<file path="config.mk">
export PLATFORM = sky130hd
export DESIGN_NAME = lbist_seq_ctrl
export DESIGN_NICKNAME = d
export VERILOG_FILES = /design/src/rtl/lbist_pkg.sv /design/src/rtl/lbist_seed_rom.sv /design/src/rtl/lbist_seq_ctrl.sv
export SDC_FILE = /design/constraint.sdc
export NUM_CORES = 1
export LEC_CHECK = 0
export BUFFER_PORTS_ARGS = -buffer_cell sky130_fd_sc_hd__buf_2
export CELL_PAD_IN_SITES_DETAIL_PLACEMENT = 0
export CELL_PAD_IN_SITES_GLOBAL_PLACEMENT = 2
export CORE_UTILIZATION = 29
export CTS_CLUSTER_SIZE = 20
export DETAILED_ROUTE_END_ITERATION = 10
export MAX_ROUTING_LAYER = met4
export PLACE_DENSITY_LB_ADDON = 0.15
export RECOVER_POWER = 50
export SKIP_LAST_GASP = 1
export SLEW_MARGIN = 15
export SYNTH_ARGS = -nofsm -noshare
export SYNTH_HDL_FRONTEND = slang
export SYNTH_HIERARCHICAL = 1
export SYNTH_SLANG_ARGS = --single-unit
</file>
<file path="constraint.sdc">
create_clock -name CLK -period 2.8 [get_ports CLK]
set_input_delay 0.14 -clock CLK [delete_from_list [all_inputs] [get_ports CLK]]
set_output_delay 0.14 -clock CLK [all_outputs]
set_load 0.05 [all_outputs]
</file>
<file path="src/rtl/lbist_pkg.sv">
// Shared types and constants for the LBIST run-time sequencer.
//   lbist_state_e  : sequencer state encoding
//   lbist_ctrl_t   : bundle of the registered single-bit control outputs
//   LBIST_SEEDS    : LFSR seed table, one entry per seed
//   LBIST_MISR_GOLD: default golden signature
package lbist_pkg;

    localparam int unsigned LBIST_SEED_NUM   = 10;
    localparam int unsigned LBIST_SEED_WIDTH = 25;
    localparam int unsigned LBIST_MISR_SIZE  = 16;

    // 26815 decimal
    localparam logic [LBIST_MISR_SIZE-1:0] LBIST_MISR_GOLD = 16'h68BF;

    // Non-zero seeds so the LFSR never locks up in the all-zero state.
    localparam logic [LBIST_SEED_WIDTH-1:0] LBIST_SEEDS [LBIST_SEED_NUM] = '{
        25'h1A2B3C5, 25'h0F0E1D3, 25'h1234567, 25'h0ACE135, 25'h1BEEF01,
        25'h0C0FFEE, 25'h15A5A5A, 25'h0DEAD11, 25'h1F00F0F, 25'h0777777
    };

    typedef enum logic [2:0] {
        ST_IDLE,
        ST_INIT,
        ST_LOAD,
        ST_SHIFT,
        ST_CAPTURE,
        ST_UNLOAD,
        ST_COMPARE,
        ST_DONE
    } lbist_state_e;

    typedef struct packed {
        logic lfsr_load;
        logic lfsr_en;
        logic misr_en;
        logic misr_clr;
        logic test_en;
        logic test_mode;
        logic lbist_en;
        logic busy;
        logic done;
    } lbist_ctrl_t;

endpackage

</file>
<file path="src/rtl/lbist_seed_rom.sv">
// Combinational seed lookup over LBIST_SEEDS.
//   idx    in  IDX_W       seed index
//   seed_c out SEED_WIDTH  seed for idx (zero when idx is past the table)
module lbist_seed_rom
    import lbist_pkg::*;
#(
    parameter int unsigned SEED_WIDTH = 25,
    parameter int unsigned IDX_W      = 4
) (
    input  logic [IDX_W-1:0]      idx,
    output logic [SEED_WIDTH-1:0] seed_c
);

    localparam int unsigned ROM_IDX_W = $clog2(LBIST_SEED_NUM);

    logic [ROM_IDX_W-1:0] rom_idx;

    // Table lookup, guarded against indices beyond the table
    always_comb begin
        rom_idx = ROM_IDX_W'(idx);
        seed_c  = '0;
        if (32'(idx) < LBIST_SEED_NUM) begin
            seed_c = SEED_WIDTH'(LBIST_SEEDS[rom_idx]);
        end
    end

endmodule

</file>
<file path="src/rtl/lbist_seq_ctrl.sv">
// LBIST session sequencer: seeds the LFSR, alternates shift/capture,
// unloads the final response into the MISR and grades the signature.
//   CLK, RST   in  clock, synchronous active-high reset
//   START      in  session request, sampled in IDLE/DONE only
//   MISR_SIG   in  current MISR signature
//   LFSR_LOAD/LFSR_SEED/LFSR_EN   out  pattern generator controls
//   MISR_EN/MISR_CLR              out  compactor controls
//   TEST_EN/TEST_MODE/LBIST_EN    out  core test-mode controls
//   BUSY/DONE/GO_NOGO             out  session status and verdict
// All outputs are registered and decoded from the next state.
module lbist_seq_ctrl
    import lbist_pkg::*;
#(
    parameter int unsigned SEED_WIDTH        = 25,
    parameter int unsigned SEED_NUM          = 10,
    parameter int unsigned PATTERNS_PER_SEED = 200,
    parameter int unsigned CHAIN_LEN         = 24,
    parameter int unsigned MISR_SIZE         = 16,
    parameter logic [MISR_SIZE-1:0] MISR_GOLD = MISR_SIZE'(LBIST_MISR_GOLD)
) (
    input  logic                  CLK,
    input  logic                  RST,
    input  logic                  START,
    input  logic [MISR_SIZE-1:0]  MISR_SIG,
    output logic                  LFSR_LOAD,
    output logic [SEED_WIDTH-1:0] LFSR_SEED,
    output logic                  LFSR_EN,
    output logic                  MISR_EN,
    output logic                  MISR_CLR,
    output logic                  TEST_EN,
    output logic                  TEST_MODE,
    output logic                  LBIST_EN,
    output logic                  BUSY,
    output logic                  DONE,
    output logic                  GO_NOGO
);

    localparam int unsigned SHIFT_W = (CHAIN_LEN > 1)         ? $clog2(CHAIN_LEN)         : 1;
    localparam int unsigned PAT_W   = (PATTERNS_PER_SEED > 1) ? $clog2(PATTERNS_PER_SEED) : 1;
    localparam int unsigned SEED_W  = (SEED_NUM > 1)          ? $clog2(SEED_NUM)          : 1;

    localparam logic [SHIFT_W-1:0]    SHIFT_LAST = SHIFT_W'(CHAIN_LEN - 1);
    localparam logic [PAT_W-1:0]      PAT_LAST   = PAT_W'(PATTERNS_PER_SEED - 1);
    localparam logic [SEED_W-1:0]     SEED_LAST  = SEED_W'(SEED_NUM - 1);
    localparam logic [SEED_WIDTH-1:0] SEED_RST   = SEED_WIDTH'(LBIST_SEEDS[0]);

    lbist_state_e          state_q, state_d;
    logic [SHIFT_W-1:0]    shift_cnt_q, shift_cnt_d;
    logic [PAT_W-1:0]      pat_cnt_q, pat_cnt_d;
    logic [SEED_W-1:0]     seed_idx_q, seed_idx_d;
    lbist_ctrl_t           ctrl_q, ctrl_d;
    logic                  go_nogo_q, go_nogo_d;
    logic [SEED_WIDTH-1:0] seed_q;
    logic [SEED_WIDTH-1:0] seed_nxt_c;

    // Seed for the next-state index, so LFSR_SEED is valid alongside LFSR_LOAD
    lbist_seed_rom #(
        .SEED_WIDTH (SEED_WIDTH),
        .IDX_W      (SEED_W)
    ) u_seed_rom (
        .idx    (seed_idx_d),
        .seed_c (seed_nxt_c)
    );

    // State, counters and output registers
    always_ff @(posedge CLK) begin
        if (RST) begin
            state_q     <= ST_IDLE;
            shift_cnt_q <= '0;
            pat_cnt_q   <= '0;
            seed_idx_q  <= '0;
            ctrl_q      <= '0;
            go_nogo_q   <= 1'b0;
            seed_q      <= SEED_RST;
        end else begin
            state_q     <= state_d;
            shift_cnt_q <= shift_cnt_d;
            pat_cnt_q   <= pat_cnt_d;
            seed_idx_q  <= seed_idx_d;
            ctrl_q      <= ctrl_d;
            go_nogo_q   <= go_nogo_d;
            seed_q      <= seed_nxt_c;
        end
    end

    // Next state, counter updates and next-state output decode
    always_comb begin
        state_d     = state_q;
        shift_cnt_d = shift_cnt_q;
        pat_cnt_d   = pat_cnt_q;
        seed_idx_d  = seed_idx_q;
        ctrl_d      = '0;
        go_nogo_d   = go_nogo_q;

        unique case (state_q)
            ST_IDLE, ST_DONE: begin
                if (START) begin
                    state_d = ST_INIT;
                end
            end
            ST_INIT: begin
                seed_idx_d  = '0;
                pat_cnt_d   = '0;
                shift_cnt_d = '0;
                state_d     = ST_LOAD;
            end
            ST_LOAD: begin
                state_d = ST_SHIFT;
            end
            ST_SHIFT: begin
                if (shift_cnt_q == SHIFT_LAST) begin
                    shift_cnt_d = '0;
                    state_d     = ST_CAPTURE;
                end else begin
                    shift_cnt_d = shift_cnt_q + SHIFT_W'(1);
                end
            end
            ST_CAPTURE: begin
                if (pat_cnt_q != PAT_LAST) begin
                    pat_cnt_d = pat_cnt_q + PAT_W'(1);
                    state_d   = ST_SHIFT;
                end else begin
                    pat_cnt_d = '0;
                    if (seed_idx_q != SEED_LAST) begin
                        seed_idx_d = seed_idx_q + SEED_W'(1);
                        state_d    = ST_LOAD;
                    end else begin
                        state_d = ST_UNLOAD;
                    end
                end
            end
            ST_UNLOAD: begin
                if (shift_cnt_q == SHIFT_LAST) begin
                    shift_cnt_d = '0;
                    state_d     = ST_COMPARE;
                end else begin
                    shift_cnt_d = shift_cnt_q + SHIFT_W'(1);
                end
            end
            ST_COMPARE: begin
                // MISR_SIG already reflects the last unload shift here
                go_nogo_d = (MISR_SIG == MISR_GOLD);
                state_d   = ST_DONE;
            end
            default: begin
                state_d = ST_IDLE;
            end
        endcase

        // A new session drops the previous verdict
        if (state_d == ST_INIT) begin
            go_nogo_d = 1'b0;
        end

        unique case (state_d)
            ST_INIT:             ctrl_d.misr_clr  = 1'b1;
            ST_LOAD:             ctrl_d.lfsr_load = 1'b1;
            ST_SHIFT, ST_UNLOAD: begin
                ctrl_d.test_en = 1'b1;
                ctrl_d.lfsr_en = 1'b1;
                ctrl_d.misr_en = 1'b1;
            end
            ST_DONE:             ctrl_d.done      = 1'b1;
            default:             ;
        endcase

        if ((state_d != ST_IDLE) && (state_d != ST_DONE)) begin
            ctrl_d.test_mode = 1'b1;
            ctrl_d.lbist_en  = 1'b1;
            ctrl_d.busy      = 1'b1;
        end
    end

    assign LFSR_LOAD = ctrl_q.lfsr_load;
    assign LFSR_SEED = seed_q;
    assign LFSR_EN   = ctrl_q.lfsr_en;
    assign MISR_EN   = ctrl_q.misr_en;
    assign MISR_CLR  = ctrl_q.misr_clr;
    assign TEST_EN   = ctrl_q.test_en;
    assign TEST_MODE = ctrl_q.test_mode;
    assign LBIST_EN  = ctrl_q.lbist_en;
    assign BUSY      = ctrl_q.busy;
    assign DONE      = ctrl_q.done;
    assign GO_NOGO   = go_nogo_q;

endmodule

</file>
======== After elaboration in Yosys (flattened, before gate mapping) ========
Memory sizes are Yosys's and may differ from the RTL's.
Cells that the tools add are included.
cells by class
  add/sub/neg operators ................... 3
  shift-type cells ........................ 0
  equality and inequality tests ........... 17
  bitwise logic cells ..................... 2
  $mul .................................... 0
  reductions and logical operators ........ 10
  div/mod/pow operators ................... 0
  multiplexer cells ....................... 22
  $lt $le $gt $ge ......................... 2
operators by type and width
  cell                                                    count
  two-way mux 25 bit                                      3
  one-hot mux 3 bit (7 select lines)                      1
  equality test 3 bit (second input constant)             6
  two-way mux 3 bit                                       6
  equality test 16 x 15 -> 1 bit (second input constant)  1
  one-hot mux 8 bit (2 select lines)                      1
  equality test 3 x 2 -> 1 bit (second input constant)    4
  one-hot mux 5 bit (2 select lines)                      1
  OR reduction 2 bit                                      5
  adder 8 x 1 -> 8 bit (second input constant)            1
  two-way mux 4 bit                                       2
  two-way mux 8 bit                                       1
  != test 8 bit (second input constant)                   1
  one-hot mux 4 bit (2 select lines)                      1
  equality test 3 x 1 -> 1 bit (second input constant)    2
  adder 5 x 1 -> 5 bit (second input constant)            1
  equality test 5 bit (second input constant)             1
  >= comparator 5 bit (second input constant)             1
  two-way mux 5 bit                                       1
  NOT 4 -> 5 bit                                          1
  adder 4 x 1 -> 4 bit (second input constant)            1
  less-than comparator 4 bit (second input constant)      1
  two-way mux 1 bit                                       4
  != test 4 bit (second input constant)                   1
  7 further kinds                                         8
storage, ports and cells
  logic and storage cells ................. 73
  register bits after elaboration ......... 55
  latch bits .............................. 0
  input port bits ......................... 19
  ROM bits ................................ 400
  RAM bits ................................ 0
  memories kept ........................... 1
memories
  name             depth  bits a word  read ports  clocked after memory_dff  write ports  line                  text
  (no name shown)  16     25           1           0                         0            lbist_seed_rom.sv:23  seed_c = SEED_WIDTH'(LBIST_SEEDS[rom_idx]);

======== Longest topological paths before layout ========
  depth after elaboration ................. 9
  depth in mapped cells ................... 14
  gate-level depth less buffers ........... 12

======== Modules after synthesis ========
The synthesis kept the hierarchy.
modules (own cells, without submodules)
  module          sequential area each (µm²)  times used  cells an instance  area an instance (µm²)
  lbist_seq_ctrl  1021.0                      1           226                2139.6
  lbist_seed_rom  0.0                         1           71                 461.7

======== Worst setup path before layout ========
No wires, ideal clock.
  path type ............................... reg2reg
  start point ............................. register pat_cnt_q[3]
  end point ............................... register seed_q[12] (netlist: LFSR_SEED[12])
  setup slack ............................. 0.049 ns
  cell stages (with the launch flop) ...... 12
  arrival time ............................ 2.627 ns
  library setup time ...................... 0.123 ns
  required time ........................... 2.677 ns
  path through ............................ dfxtp_1 > nor4b_4 > and2_1 > buf_6 > a21oi_1 > a21oi_1 > buf_2 > inv_1 > ha_1 > nand3_1 > o311ai_0 > or2_2
on the way
  longest elaborated chain between the ends .. 8
  elaborated cells between the ends (all ways) .. 9
ends and longest elaborated chain
  element                                                line                   text
  start, declared                                        lbist_seq_ctrl.sv:49   logic [PAT_W-1:0] pat_cnt_q, pat_cnt_d;
  start signal, assigned                                 lbist_seq_ctrl.sv:78   pat_cnt_q <= pat_cnt_d;
  != test 8 bit *                                        lbist_seq_ctrl.sv:119  if (pat_cnt_q != PAT_LAST) begin
  two-way mux 4 bit *                                    lbist_seq_ctrl.sv:119
  one-hot mux 4 bit (2 select lines) *                   lbist_seq_ctrl.sv:95   unique case (state_q)
  net seed_idx_d[0]                                      lbist_seq_ctrl.sv:50   logic [SEED_W-1:0] seed_idx_q, seed_idx_d;
  NOT 4 -> 5 bit (not written as such)                   lbist_seed_rom.sv:23
  memory read (16 x 25 bit)                              n/a
  two-way mux 25 bit (not written as such) (2 in a row)  lbist_seed_rom.sv:23
  two-way mux 25 bit *                                   lbist_seed_rom.sv:22   if (32'(idx) < LBIST_SEED_NUM) begin
  net seed_nxt_c[12]                                     lbist_seq_ctrl.sv:54   logic [SEED_WIDTH-1:0] seed_nxt_c;
  end signal, assigned                                   lbist_seq_ctrl.sv:82   seed_q <= seed_nxt_c;
  end, declared                                          lbist_seq_ctrl.sv:53   logic [SEED_WIDTH-1:0] seed_q;
Mark *: on every way through the listed nets, which the timed path passes. The rest lies on a longest branch. The select of a mux whose other input is x is not followed.
A chain may end at the register's enable or synchronous reset.

======== Worst setup path after layout ========
  start point ............................. register state_q[2]
  end point ............................... register seed_q[6] (netlist: LFSR_SEED[6])
on the way
  longest elaborated chain between the ends .. 7
  elaborated cells between the ends (all ways) .. 9
ends and longest elaborated chain
  element                                                                     line                  text
  start, declared                                                             lbist_seq_ctrl.sv:47  lbist_state_e state_q, state_d;
  start signal, assigned                                                      lbist_seq_ctrl.sv:76  state_q <= state_d;
  equality test 3 bit / equality test 3 x 1 -> 1 bit (equally long branches)  lbist_seq_ctrl.sv:95
  one-hot mux 4 bit (2 select lines) *                                        lbist_seq_ctrl.sv:95
  net seed_idx_d[0]                                                           lbist_seq_ctrl.sv:50
  NOT 4 -> 5 bit (not written as such)                                        lbist_seed_rom.sv:23
  memory read (16 x 25 bit)                                                   n/a
  two-way mux 25 bit (not written as such) (2 in a row)                       lbist_seed_rom.sv:23
  two-way mux 25 bit *                                                        lbist_seed_rom.sv:22
  net seed_nxt_c[6]                                                           lbist_seq_ctrl.sv:54
Marked as above.

==> results.md <==
- Layout area overhead: 15.3%
- Synth unique cells: 60
- Gr ovfl total: 0
- Initial Util: 0.298
- Largest family of logic cells by synthesized area: simple AND/OR/NAND/NOR gates
- WP data arrival: 2770 ps
- Die ar.: around 9400 um2
- Lkg Pwr: 1.14 nW
- Worst-margin pin slew: between 600 and 700 ps
- Clk buf depth: 2
- Slew Viols, Final: 0
- Initial antenna violation count: 0
- Max cap viols: 0
- Number of synthesized flops with an enable pin: 0
- # DRC: 0
- Crit path kind: flop to flop
- Post-synthesis compound-gate area fraction: 0.205
- Top cells by count, synth: dfxtp_1 (51), nor2_1 (25), a21oi_1 (23)
- Final setup violation count: 0
- Tcrit/Tclk final: 0.914
- Critical path's top delay family: simple AND/OR/NAND/NOR gates
- Worst-path fanout max: 7
- Root buf cell: clkbuf_8
- Clock sinks: between 50 and 60
- Largest cells by area after synthesis: dfxtp_1 (39%), ha_1 (5.8%), a21oi_1 (4.4%)
- Status: finished, final reports clean
- Seq/Total Area, Yosys: 0.392
- Syn Std Cell Area: about 2600 um2
- Global-route wire length before repair: around 11,000 um
- Vias per cell: ~4.9
- Port Buf Inserts: 53
- Worst-path cell chain: or3b_1, a31oi_1, nor2_1, a21oi_1, inv_1, ha_1, nand3_1, o311ai_0, or2_2
- Total CTS buffers: 5
- RSZ-0062 raised after global routing: false
- Top_reg_cell synth: dfxtp_1
- Worst hold path type: input pin to flop
- Filler cell count: around 960
- Ys Warns: 6
- Total negative slack: 0 ps
- Power share of the combinational group: 0.107
- VDD IR-drop max: about 0.16 mV
- Die height: 96.7 um
- Sequential power share: 0.557
- I/O pin count: 54
- Clock skew: around 8.8 ps
- Drt initial violations: 66
- Data required, critical path: between 3000 and 4000 ps
- Min Tclk post-route: roughly 2600 ps
- Crit-path slowest cell: or3b_1
- Tot GR Track Use: 0.146
- Mapped Avg Cell Area: around 9 um2
- Die width: about 97 um
- Avg WL per Cell: around 14 um
- Clock slew at reported path FFs: about 100 ps
- Routed WL: around 6300 um
- Net Switching: about 0.38 mW
- Drt first pass iters: 4
- # rows: 34
- # nets final: 380
- Buf/Inv on CP: 1
- Slew headroom: 0.576
- Post-Synth Adder-Cell Area: 0.0577
- Post-layout util: 0.344
- Clk pwr share: 0.335
- Multiplexer share of the synthesized area: 0.0159
- Total core area: 8720 um2
- Post-CTS Setup Inserts: 0
- DR vias: 2,265
- HPWL after DPL: ~4700 um
- Top-area cell type share of the netlist area: 0.392
- Cell taking the most area after synthesis: dfxtp_1
- Vias in the first global route: between 2,000 and 2,500
- H-tree depth: 2
- Worst-skew pair later-pin latency: slightly above 300 ps
- Fmax: approximately 390 MHz
- Net Sw Frac: 0.283
- Layout cell share with drive strength beyond 1: 0.180
- Syn nets: 328
- Critical path launch point type: flop
- Maximum number of pins on one net before global-route repair: 29
- Synth Instances: 297
- Biggest cell delay along the critical path: approximately 500 ps
- Ant diodes: 0
- Power per standard cell area: 442 nW/um2
- Worst Setup End Kind: flop
- Hold_buf cts: 0
- Final ANT Viol Nets: 0
- Flops & latches, synth: 51
- Final GP Congestion: ~0.77
- Post-synthesis xor/xnor area fraction: 0.00673
- Most frequent cell after synthesis: dfxtp_1
- Synth Area in Simple Gates: 0.256
- CTS tree: built
- Internal power: 0.952 mW
- Hold Fails Final Rpt: 0
- Fraction of registers with async set/reset: 0
worst reg2reg max path: cells and delay by family (launching register included):
| family | cells | cell delay, ps |
|---|---|---|
| buffers and inverters | 1 | 150 |
| AND/OR/NAND/NOR | 4 | 990 |
| AO/OA/AOI/OAI | 3 | 580 |
| adder cells (fa/ha/maj) | 1 | 370 |
| flip-flops | 1 | 370 |
sequential cells by signal, summed over array words and instances (netlist names):
name and flops:
MISR_CLR 1, state_q 3, pat_cnt_q 8, LFSR_LOAD 1, shift_cnt_q 5, DONE 1, LFSR_EN 1, GO_NOGO 1
TEST_MODE 1, LFSR_SEED 25, seed_idx_q 4
timing repair:
action                     in CTS  in global routing
hold endpoints to repair        0                  0
gates resized for setup         0                  3
setup endpoints to repair       0                  3
placed cells by master, fill, tap and decap left out, types with 3 or more instances in the layout:
cell	Yosys	final
dfxtp_1	51	51
clkbuf_1	5	37
nor2_1	25	24
a21oi_1	23	24
buf_2	8	18
nand2_1	17	16
nor2b_1	16	16
or2_2	14	14
o21ai_0	13	12
ha_1	12	12
buf_4	4	11
nand3_1	9	9
inv_1	8	8
a31oi_1	6	6
nor3_1	6	6
and3_1	5	5
o21ai_1	4	5
o22ai_1	5	5
a311oi_1	5	5
clkbuf_8	0	5
o311ai_0	4	4
nand4b_1	3	3
nand3b_1	3	3
mux2i_1	3	3
nor4_1	3	3
final timing paths:
check            startpoint  slack (ps)        endpoint  cells after the start
max reg2reg      state_q[2]         240    LFSR_SEED[6]                      9
min            MISR_SIG[15]         140         GO_NOGO                      4
max              state_q[2]         240    LFSR_SEED[6]                      9
min reg2reg  shift_cnt_q[4]         500  shift_cnt_q[4]                      2
cell families (layout without fill, tap and decap cells):
group           after synthesis  after routing
simple gates                117            117
compound gates               80             80
flops                        51             51
buf+inv                      31             84
fa+ha+maj                    12             12
mux                           4              4
xor+xnor                      2              2
power by group through the flow:
stage | logic [mW] | clock network, mW | registers, mW
finish | 0.142 | 0.445 | 0.740
global route | 0.157 | 0.500 | 0.742
CTS | 0.149 | 0.476 | 0.740
detailed placement | 0.149 | 0 | 0.756
global placement | 0.151 | 0 | 0.756
floorplan | 0.0897 | 0 | 0.776
area by class of cell:
class                   instances  area (um2)  share of cell area
well taps                     108         135              0.0450
clock buffers                   5        68.8              0.0229
flip-flops and latches         51        1020               0.340
clock inverters                 3        23.8             0.00792
inverters                      10        37.5              0.0125
repair buffers                 66         312               0.104
multi-input cells             215        1400               0.467
through the flow:
stage	hold WS (ps)	setup WS, ps	power (mW)	instance area, um2	std cells
after global routing	164	32.3	1.40	3000	458
after floorplan	336	49.3	0.866	2600	297
after CTS	134	217	1.37	3060	458
final	138	241	1.33	3000	458
after global placement	456	219	0.907	2970	450
after detailed placement	471	250	0.905	2970	450
per-layer routing:
metal / GRT usage / share of wire
met5: - / 0
met4: 0.0413 / 0.012
met3: 0.0238 / 0.020
met2: 0.253 / 0.50
met1: 0.173 / 0.47
Power figures use the tool's default switching activity.
